==> config.mk <==
export PLATFORM = sky130hd
export DESIGN_NAME = data_sync_mc
export DESIGN_NICKNAME = d
export VERILOG_FILES = /design/src/rtl/data_sync_pkg.sv /design/src/rtl/data_sync_ch.sv /design/src/rtl/data_sync_mc.sv
export SDC_FILE = /design/constraint.sdc
export NUM_CORES = 1
export LEC_CHECK = 0
export ABC_AREA = 1
export CAP_MARGIN = 20
export CORE_MARGIN = 5
export CORE_UTILIZATION = 40
export CTS_BUF_LIST = sky130_fd_sc_hd__clkbuf_16
export CTS_CLUSTER_SIZE = 30
export DETAILED_ROUTE_END_ITERATION = 6
export GPL_ROUTABILITY_DRIVEN = 0
export MAX_ROUTING_LAYER = met4
export PLACE_DENSITY = 0.67
export SKIP_LAST_GASP = 1
export SLEW_MARGIN = 20
export SYNTH_ARGS = -nofsm -noshare
export SYNTH_HDL_FRONTEND = slang
export SYNTH_HIERARCHICAL = 1
export SYNTH_SLANG_ARGS = --single-unit
==> constraint.sdc <==
create_clock -name CLK -period 1.7 [get_ports CLK]
set_clock_uncertainty 0.05 [all_clocks]
set_input_delay 0.34 -clock CLK [delete_from_list [all_inputs] [get_ports CLK]]
set_output_delay 0.34 -clock CLK [all_outputs]
set_load 0.03 [all_outputs]
==> src/rtl/data_sync_pkg.sv <==
`timescale 1ns/1ps
`default_nettype none
// ============================================================================
//  Module   : data_sync_pkg
//  Purpose  : Shared constants, mode enum and width helper for data_sync_mc.
//  Revision : 1.0 - initial release
// ============================================================================
package data_sync_pkg;

  // Shallowest enable synchroniser that still resolves metastability.
  localparam int DS_MIN_STAGES = 2;

  typedef enum logic {
    DS_LEVEL  = 1'b0,
    DS_TOGGLE = 1'b1
  } ds_mode_e;

  // Ceiling log2 that never returns less than 1, so a single-channel build
  // still gets a 1-bit channel index.
  function automatic int ds_clog2(input int n);
    int r;
    r = 0;
    for (int i = 0; i < 31; i++) begin
      if ((1 << i) < n) r = i + 1;
    end
    if (r < 1) r = 1;
    return r;
  endfunction

endpackage : data_sync_pkg
`default_nettype wire

==> src/rtl/data_sync_ch.sv <==
`timescale 1ns/1ps
`default_nettype none
// ============================================================================
//  Module   : data_sync_ch
//  Purpose  : One channel: enable synchroniser chain, edge detector, bus
//             capture register and one-cycle capture strobe.
//  Revision : 1.0 - initial release
// ============================================================================
module data_sync_ch
  import data_sync_pkg::*;
#(
  parameter int WIDTH       = 8,
  parameter int STAGES      = 2,
  parameter int TOGGLE_MODE = 0
) (
  input  logic             CLK,
  input  logic             RST,
  input  logic [WIDTH-1:0] unsync_bus,
  input  logic             bus_enable,
  output logic [WIDTH-1:0] sync_bus,
  output logic             enable_pulse
);

  // Depth is clamped so a too-small STAGES cannot remove the synchroniser.
  localparam int       SYNC_STAGES = (STAGES < DS_MIN_STAGES) ? DS_MIN_STAGES : STAGES;
  localparam ds_mode_e MODE        = (TOGGLE_MODE != 0) ? DS_TOGGLE : DS_LEVEL;

  logic [SYNC_STAGES-1:0] sync_q, sync_d;
  logic                   prev_q, prev_d;
  logic [WIDTH-1:0]       bus_q, bus_d;
  logic                   pulse_q, pulse_d;
  logic                   evt;
  logic                   s_last;

  // Shift the enable through the chain, detect the event, capture on it.
  always_comb begin
    sync_d  = {sync_q[SYNC_STAGES-2:0], bus_enable};
    s_last  = sync_q[SYNC_STAGES-1];
    prev_d  = s_last;
    evt     = (MODE == DS_TOGGLE) ? (s_last ^ prev_d ^ prev_d ^ prev_q) : (s_last & ~prev_q);
    bus_d   = evt ? unsync_bus : bus_q;
    pulse_d = evt;
  end

  // Channel state registers with synchronous reset.
  always_ff @(posedge CLK) begin
    if (RST) begin
      sync_q  <= '0;
      prev_q  <= 1'b0;
      bus_q   <= '0;
      pulse_q <= 1'b0;
    end else begin
      sync_q  <= sync_d;
      prev_q  <= prev_d;
      bus_q   <= bus_d;
      pulse_q <= pulse_d;
    end
  end

  assign sync_bus     = bus_q;
  assign enable_pulse = pulse_q;

endmodule : data_sync_ch
`default_nettype wire

==> src/rtl/data_sync_mc.sv <==
`timescale 1ns/1ps
`default_nettype none
// ============================================================================
//  Module   : data_sync_mc
//  Purpose  : NUM_CH enable-qualified bus synchronisers whose captures are
//             merged into one valid/ready stream by a round-robin arbiter,
//             with sticky per-channel overrun flags.
//  Options  : DATA_SYNC_MC_PARITY_EN adds out_par, the XOR of out_data.
//  Revision : 1.0 - initial release
// ============================================================================
module data_sync_mc
  import data_sync_pkg::*;
#(
  parameter int WIDTH       = 8,
  parameter int NUM_CH      = 4,
  parameter int STAGES      = 2,
  parameter int TOGGLE_MODE = 0
) (
  input  logic                        CLK,
  input  logic                        RST,
  input  logic [NUM_CH*WIDTH-1:0]     unsync_bus,
  input  logic [NUM_CH-1:0]           bus_enable,
  output logic [NUM_CH*WIDTH-1:0]     sync_bus,
  output logic [NUM_CH-1:0]           enable_pulse,
  output logic                        out_valid,
  input  logic                        out_ready,
  output logic [WIDTH-1:0]            out_data,
  output logic [ds_clog2(NUM_CH)-1:0] out_ch,
  output logic [NUM_CH-1:0]           overrun,
`ifdef DATA_SYNC_MC_PARITY_EN
  output logic                        out_par,
`endif
  input  logic [NUM_CH-1:0]           ovr_clr
);

  localparam int CH_W = ds_clog2(NUM_CH);

  genvar gi;
  generate
    for (gi = 0; gi < NUM_CH; gi++) begin : g_ch
      data_sync_ch #(
        .WIDTH       (WIDTH),
        .STAGES      (STAGES),
        .TOGGLE_MODE (TOGGLE_MODE)
      ) u_ch (
        .CLK          (CLK),
        .RST          (RST),
        .unsync_bus   (unsync_bus[gi*WIDTH +: WIDTH]),
        .bus_enable   (bus_enable[gi]),
        .sync_bus     (sync_bus[gi*WIDTH +: WIDTH]),
        .enable_pulse (enable_pulse[gi])
      );
    end
  endgenerate

  logic [NUM_CH-1:0]            pending_q, pending_d;
  logic [NUM_CH-1:0][WIDTH-1:0] pend_data_q, pend_data_d;
  logic [NUM_CH-1:0]            overrun_q, overrun_d;
  logic                         out_valid_q, out_valid_d;
  logic [WIDTH-1:0]             out_data_q, out_data_d;
  logic [CH_W-1:0]              out_ch_q, out_ch_d;
  logic [CH_W-1:0]              ptr_q, ptr_d;
`ifdef DATA_SYNC_MC_PARITY_EN
  logic                         par_q, par_d;
`endif

  logic                         slot_free;
  logic                         found;
  logic [CH_W-1:0]              gnt;
  logic [NUM_CH-1:0]            gnt_oh;

  // Round-robin search: first pending channel at or after the pointer.
  always_comb begin : arb
    int              idx;
    logic [CH_W-1:0] idx_w;
    slot_free = !out_valid_q || out_ready;
    found     = 1'b0;
    gnt       = '0;
    gnt_oh    = '0;
    idx       = 0;
    idx_w     = '0;
    for (int k = 0; k < NUM_CH; k++) begin
      idx   = (int'(ptr_q) + k) % NUM_CH;
      idx_w = CH_W'(idx);
      if (!found && pending_q[idx_w]) begin
        found = 1'b1;
        gnt   = idx_w;
      end
    end
    if (slot_free && found) gnt_oh[gnt] = 1'b1;
  end

  // Output slot load, pending capture and overrun bookkeeping.
  always_comb begin
    pending_d   = pending_q;
    pend_data_d = pend_data_q;
    overrun_d   = overrun_q & ~ovr_clr;
    out_valid_d = out_valid_q;
    out_data_d  = out_data_q;
    out_ch_d    = out_ch_q;
    ptr_d       = ptr_q;
`ifdef DATA_SYNC_MC_PARITY_EN
    par_d       = par_q;
`endif
    if (slot_free) begin
      out_valid_d = found;
      if (found) begin
        out_data_d     = pend_data_q[gnt];
        out_ch_d       = gnt;
        pending_d[gnt] = 1'b0;
        ptr_d          = CH_W'((int'(gnt) + 1) % NUM_CH);
`ifdef DATA_SYNC_MC_PARITY_EN
        par_d          = ^pend_data_q[gnt];
`endif
      end
    end
    // A capture on the channel being granted this cycle is a fresh entry,
    // not an overwrite: the old word leaves through the slot.
    for (int i = 0; i < NUM_CH; i++) begin
      if (enable_pulse[i]) begin
        pend_data_d[i] = sync_bus[i*WIDTH +: WIDTH];
        pending_d[i]   = 1'b1;
        if (pending_q[i] && !gnt_oh[i]) overrun_d[i] = 1'b1;
      end
    end
  end

  // Merge path registers with synchronous reset.
  always_ff @(posedge CLK) begin
    if (RST) begin
      pending_q   <= '0;
      pend_data_q <= '0;
      overrun_q   <= '0;
      out_valid_q <= 1'b0;
      out_data_q  <= '0;
      out_ch_q    <= '0;
      ptr_q       <= '0;
`ifdef DATA_SYNC_MC_PARITY_EN
      par_q       <= 1'b0;
`endif
    end else begin
      pending_q   <= pending_d;
      pend_data_q <= pend_data_d;
      overrun_q   <= overrun_d;
      out_valid_q <= out_valid_d;
      out_data_q  <= out_data_d;
      out_ch_q    <= out_ch_d;
      ptr_q       <= ptr_d;
`ifdef DATA_SYNC_MC_PARITY_EN
      par_q       <= par_d;
`endif
    end
  end

  assign out_valid = out_valid_q;
  assign out_data  = out_data_q;
  assign out_ch    = out_ch_q;
  assign overrun   = overrun_q;
`ifdef DATA_SYNC_MC_PARITY_EN
  assign out_par   = par_q;
`endif

endmodule : data_sync_mc
`default_nettype wire

==> results_dict.tcl, run 1 <==
set metrics [dict create \
    cts.path.max_buffers 2 \
    dieHeight_um 114.9 \
    crit_type "reg2reg" \
    clk-insertion-delay-late_ns 0.34 \
    synth_top_family_by_area "simple AND/OR/NAND/NOR gates" \
    clock_power_share_pct 25.0 \
    cap_violations 0 \
    cts-hold-fix-buffers 0 \
    yosys.area.top_type_share_pct 45.91 \
    post-route-period-util_pct 110.9 \
    num_vias 4290 \
    start_util_pct 40.81 \
    die_x_um 114.9 \
    fillers 986 \
    top_layer "met4" \
    cts_sinks 101 \
    drc 0 \
    min_to "g_ch[1].u_ch/sync_q[1]$_SDFF_PP0_" \
    worstReg2RegEnd "out_data[1]$_SDFFE_PP0P_" \
    r2r_start "ptr_q[0]$_SDFFE_PP0P_" \
    setup_viol 20 \
    dpl.hpwl_um 8351 \
    sw_frac_of_total_pct 39.32 \
    tightest_slew_ns 0.4700 \
    layout_common_cells "nor2_1 (125), dfxtp_1 (95), nand2_1 (82)" \
    rr_worst_depth 12 \
    netSwitchingPower_mw 3.365 \
    power.share.sequential_pct 31.6 \
    first_pass_iters 4 \
    min_from "g_ch[1].u_ch/sync_q[0]$_SDFF_PP0_" \
    synth-compound-area-share_pct 8.239 \
    post_dp_cell_area_sq_mm 0.005604 \
    ir_worst_vdd_uv 712.9 \
    comb_power_share_pct 43.4 \
    synth_fp_nets 661 \
    via_per_inst 4.847 \
    ys_seq_area_share_pct 45.91 \
    cp.arrival_ns 2.07 \
    clk_pin_slew_ns 0.07 \
    hold_slack_ns 0.3483 \
    met3_length_um 425 \
    ant_nets 0 \
    netlist_area_sq_mm 0.004404 \
    drt-met1-wl_um 5162 \
    wl_met2_um 5959 \
    hold_depth 2 \
    core-area_sq_mm 0.01079 \
    fin_ws_ns -0.1857 \
    cts_root_buf "clkbuf_16" \
    routed_wl_um 11820 \
    overflow 0 \
    synth_xor_area_share_pct 0 \
    synth_cell_types 26 \
    cp_max_fo 14 \
    grt_max_degree 27 \
    pin_count 94 \
    die-area_sq_mm 0.01321 \
    ys_ff_latch 101 \
    finalPower_mw 8.558 \
    wl_per_cell_um 13.35 \
    finalMaxSlewViolations 0 \
    violations "negative setup slack" \
    synth-warning-count 6 \
    synthAdderAreaFrac_pct 0 \
    synthSimpleGateAreaFrac_pct 34.86 \
    rows 38 \
    synthMuxAreaShare_pct 0 \
    synthCells 618 \
    antenna_found_initial 0 \
    synthTopCellsByArea "dfxtp_1 (46%), nor2_1 (11%), nand3_1 (8.5%), nand2_1 (8.2%), inv_1 (6.7%)" \
    fmax_mhz 530.3 \
    critPathLaunchType "flop" \
    avgSynthCellArea_sq_um 7.127 \
    finalHoldViolations 0 \
    cts_max_level 3 \
    portBuffers 93 \
    cp.required_ns 1.88 \
    numCtsBuffers 9 \
    status "finished with violations" \
    post-route-min-period_ns 1.886 \
    r2r_setup_slack_ns -0.19 \
    drive_gt1_share_pct 18.66 \
    grt_first_pass_wirelength_um 18770 \
    powerDensity_mw_per_mm2 1364 \
    p_int_mw 5.193 \
    post-place-ws_ns -0.1809 \
    nets 783 \
    antenna_cells 0 \
    p_leak_nw 3.021 \
    final_area_sq_mm 0.006274 \
    rsz0062_at_grt "yes" \
    area_growth_pct 42.44 \
    hold_class "reg2reg" \
    grt_usage_pct 17.93 \
    cts_tree "built" \
    yosys.area.top_type "dfxtp_1" \
    max-slew-margin-rel_pct 68.63 \
    grt_pass1_vias 4105 \
    critPathCaptureType "flop" \
    final_common_cell "nor2_1" \
    drt_iter0_markers 237 \
]
worst max-delay path, stage by stage, from the launching register on:
cell,delay (ns)
dfxtp_4,0.43
buf_6,0.14
nand2_4,0.05
nand2_4,0.09
nand2_2,0.09
o21ai_2,0.12
nand3b_1,0.20
nand2_2,0.11
inv_6,0.13
buf_12,0.14
nand2_1,0.08
nor2_1,0.11
nor2_1,0.05
per-stage QoR:
step	setup TNS, ns	utilization, %	std cells
after floorplan	0	-	618
after global placement	-1.082	51.92	857
after detailed placement	-2.459	51.92	857
after CTS	-0.9255	56.20	881
after global routing	-5.004	58.13	885
final	-2.735	58.13	885
final cells by class:
| class | count | area (sq um) | area share (%) |
|---|---|---|---|
| repair buffers | 125 | 1174 | 18.71 |
| flip-flops and latches | 101 | 2034 | 32.43 |
| inverters | 92 | 357.8 | 5.704 |
| clock inverters | 7 | 93.84 | 1.496 |
| repair inverters | 1 | 3.754 | 0.05983 |
| well taps | 140 | 175.2 | 2.792 |
| multi-input cells | 410 | 2210 | 35.22 |
| clock buffers | 9 | 225.2 | 3.590 |
cells in the mapped netlist, drive strengths merged:
master  instances
nor3            4
a31oi           1
nand3b          2
dfxtp         101
clkinv          2
nand4           1
clkbuf          7
buf            12
nand3          82
nor2          136
a211oi          1
o21ai          42
nand2         110
a21oi          27
inv            90
metal layers:
layer	track usage, %	up-vias
met1	22.03	1975
met3	3.421	29
met2	29.55	104
met4	6.103	0
li1	-	2182
met5	-	-
power groups by stage:
stage | clock network (mW) | logic [mW] | registers [mW]
5_1_grt | 2.28 | 4.03 | 2.73
4_1_cts | 2.17 | 3.19 | 2.70
6_report | 2.14 | 3.72 | 2.70
2_1_floorplan | 0 | 1.79 | 2.93
3_3_place_gp | 0 | 2.87 | 2.74
3_5_place_dp | 0 | 2.92 | 2.74
registers in the layout (all words and copies together) (netlist names):
name	count
g_ch.u_ch/enable_pulse	4
pend_data_q	32
ptr_q	2
out_data	8
out_ch	2
out_valid	1
g_ch.u_ch/sync_bus	32
pending_q	4
g_ch.u_ch/sync_q	8
overrun	4
g_ch.u_ch/prev_q	4
what timing repair did:
item,in CTS,in global routing
setup buffers,3,3
resized for setup,87,42
setup endpoints to repair,70,21
pin swaps,17,19
gates cloned,5,1
kinds of logic after synthesis:
group,after synthesis
compound gates,71
buf+inv,111
flops,101
simple gates,335
worst max path at each step:
| stage | startpoint | endpoint | depth (start not counted) |
|---|---|---|---|
| floorplan | ptr_q[0]$_SDFFE_PP0P_ | out_data[7]$_SDFFE_PP0P_ | 14 |
| global placement | ptr_q[0]$_SDFFE_PP0P_ | out_data[5]$_SDFFE_PP0P_ | 12 |
| detailed placement | ptr_q[0]$_SDFFE_PP0P_ | out_data[5]$_SDFFE_PP0P_ | 11 |
| CTS | ptr_q[0]$_SDFFE_PP0P_ | out_data[5]$_SDFFE_PP0P_ | 14 |
| global route | ptr_q[0]$_SDFFE_PP0P_ | out_data[4]$_SDFFE_PP0P_ | 10 |
| finish | ptr_q[0]$_SDFFE_PP0P_ | out_data[1]$_SDFFE_PP0P_ | 12 |
No activity file was read; power rests on OpenSTA's default activity.
==> run 2: changes to the inputs <==
- GPL_ROUTABILITY_DRIVEN: 0 -> 1
==> results_dict.tcl, run 2 (synthesis gave the netlist of run 1 again) <==
set metrics [dict create \
    status "finished with violations" \
    violations "negative setup slack" \
    first_pass_iters 4 \
    p_leak_nw 3.052 \
    portBuffers 93 \
    layout_common_cells "nor2_1 (124), dfxtp_1 (96), nand2_1 (81)" \
    critPathLaunchType "flop" \
    via_per_inst 4.795 \
    overflow 0 \
    routed_wl_um 11690 \
    post-place-ws_ns -0.1543 \
    cts_root_buf "clkbuf_16" \
    antenna_found_initial 0 \
    post-route-min-period_ns 1.919 \
    numCtsBuffers 9 \
    tightest_slew_ns 0.4376 \
    grt_first_pass_wirelength_um 18630 \
    ir_worst_vdd_uv 627.3 \
    cts_sinks 101 \
    core-area_sq_mm 0.01079 \
    final_common_cell "nor2_1" \
    cts_tree "built" \
    crit_type "reg2reg" \
    powerDensity_mw_per_mm2 1357 \
    antenna_cells 0 \
    wl_per_cell_um 13.14 \
    grt_usage_pct 17.84 \
    cts_max_level 3 \
    area_growth_pct 44.12 \
    grt_pass1_vias 4015 \
    clk-insertion-delay-late_ns 0.34 \
    dieHeight_um 114.9 \
    drc 0 \
    place.gp.congestion 0.8387 \
    finalMaxSlewViolations 0 \
    die-area_sq_mm 0.01321 \
    cp_max_fo 9 \
    cp.arrival_ns 2.08 \
    grt_max_degree 27 \
    setup_viol 20 \
    start_util_pct 40.81 \
    dpl.hpwl_um 8072 \
    cts.path.max_buffers 2 \
    clk_pin_slew_ns 0.07 \
    nets 788 \
    cp.required_ns 1.86 \
    ant_nets 0 \
    pin_count 94 \
    fin_ws_ns -0.2189 \
    drt_iter0_markers 227 \
    rsz0062_at_grt "yes" \
    cap_violations 0 \
    rows 38 \
    num_vias 4263 \
    die_x_um 114.9 \
    max-slew-margin-rel_pct 70.80 \
    drive_gt1_share_pct 21.09 \
    fmax_mhz 521.1 \
    finalHoldViolations 0 \
    hold_class "reg2reg" \
    critPathCaptureType "flop" \
    post-route-period-util_pct 112.9 \
    hold_slack_ns 0.3545 \
]
-- run 2: through the flow --
stage	TNS (ns)	power, mW	instance area (sq um)	util, %	cells
2_1_floorplan	0	4.720	4412	-	618
5_1_grt	-5.066	9.089	6347	58.81	889
6_report	-3.214	8.613	6347	58.81	889
4_1_cts	-0.8748	7.931	6108	56.60	881
3_3_place_gp	-1.340	5.552	5587	51.76	858
3_5_place_dp	-2.049	5.564	5587	51.76	858
-- run 2: per-layer routing --
layer	routed length (um)	vias to the layer above	GRT usage (%)	part of all wire, %
met1	5223	1950	22.52	45
met3	467	13	2.842	4.0
met4	152	0	5.947	1.3
li1	-	2200	-	-
met5	0	-	-	0
met2	5841	100	29.17	50
-- run 2: repair_timing --
| item | CTS | global route |
|---|---|---|
| pin swaps | 31 | 27 |
| hold buffers | 0 | 0 |
| resized for setup | 104 | 43 |
| setup buffers | 4 | 5 |
| setup endpoints to repair | 70 | 20 |
| cloned | 4 | 3 |
-- run 2: critical path: stages (launching register included) --
cell and delay (ns):
dfxtp_4 0.41, buf_6 0.14, nand2_1 0.08, nand2_2 0.09, nand2_1 0.08, nand2_2 0.09
nor2_1 0.06, nor2_2 0.23, nand2_8 0.11, nand2_4 0.16, nand3_2 0.14, nand2_1 0.09
a21oi_1 0.05
-- run 2: path summary, 6_finish.rpt --
check / from / to / slack [ns] / cells after the start
worst max-delay path: ptr_q[0]$_SDFFE_PP0P_ / pending_q[2]$_SDFFE_PP0P_ / -0.22 / 12
worst min-delay path: g_ch[2].u_ch/sync_q[0]$_SDFF_PP0_ / g_ch[2].u_ch/sync_q[1]$_SDFF_PP0_ / 0.35 / 2
worst max register to register: ptr_q[0]$_SDFFE_PP0P_ / pending_q[2]$_SDFFE_PP0P_ / -0.22 / 12
worst min register to register: g_ch[2].u_ch/sync_q[0]$_SDFF_PP0_ / g_ch[2].u_ch/sync_q[1]$_SDFF_PP0_ / 0.35 / 2
-- run 2: area by class of cell --
| class | count | area (sq um) |
|---|---|---|
| sequential | 101 | 2033 |
| tap | 140 | 175.2 |
| inverter | 92 | 360.3 |
| clock buffer | 9 | 225.2 |
| timing repair buffer | 129 | 1197 |
| clock inverter | 6 | 56.30 |
| multi-input combinational | 412 | 2300 |
| fill | 983 | 4446 |
-- run 2: power by group --
part / internal [mW] / total (mW) / switching (mW) / leakage [nW]
sequential: 2.56 / 2.70 / 0.147 / 0.828
combinational: 1.54 / 3.96 / 2.41 / 2.09
clock: 1.02 / 1.95 / 0.936 / 0.136
total: 5.12 / 8.61 / 3.50 / 3.05
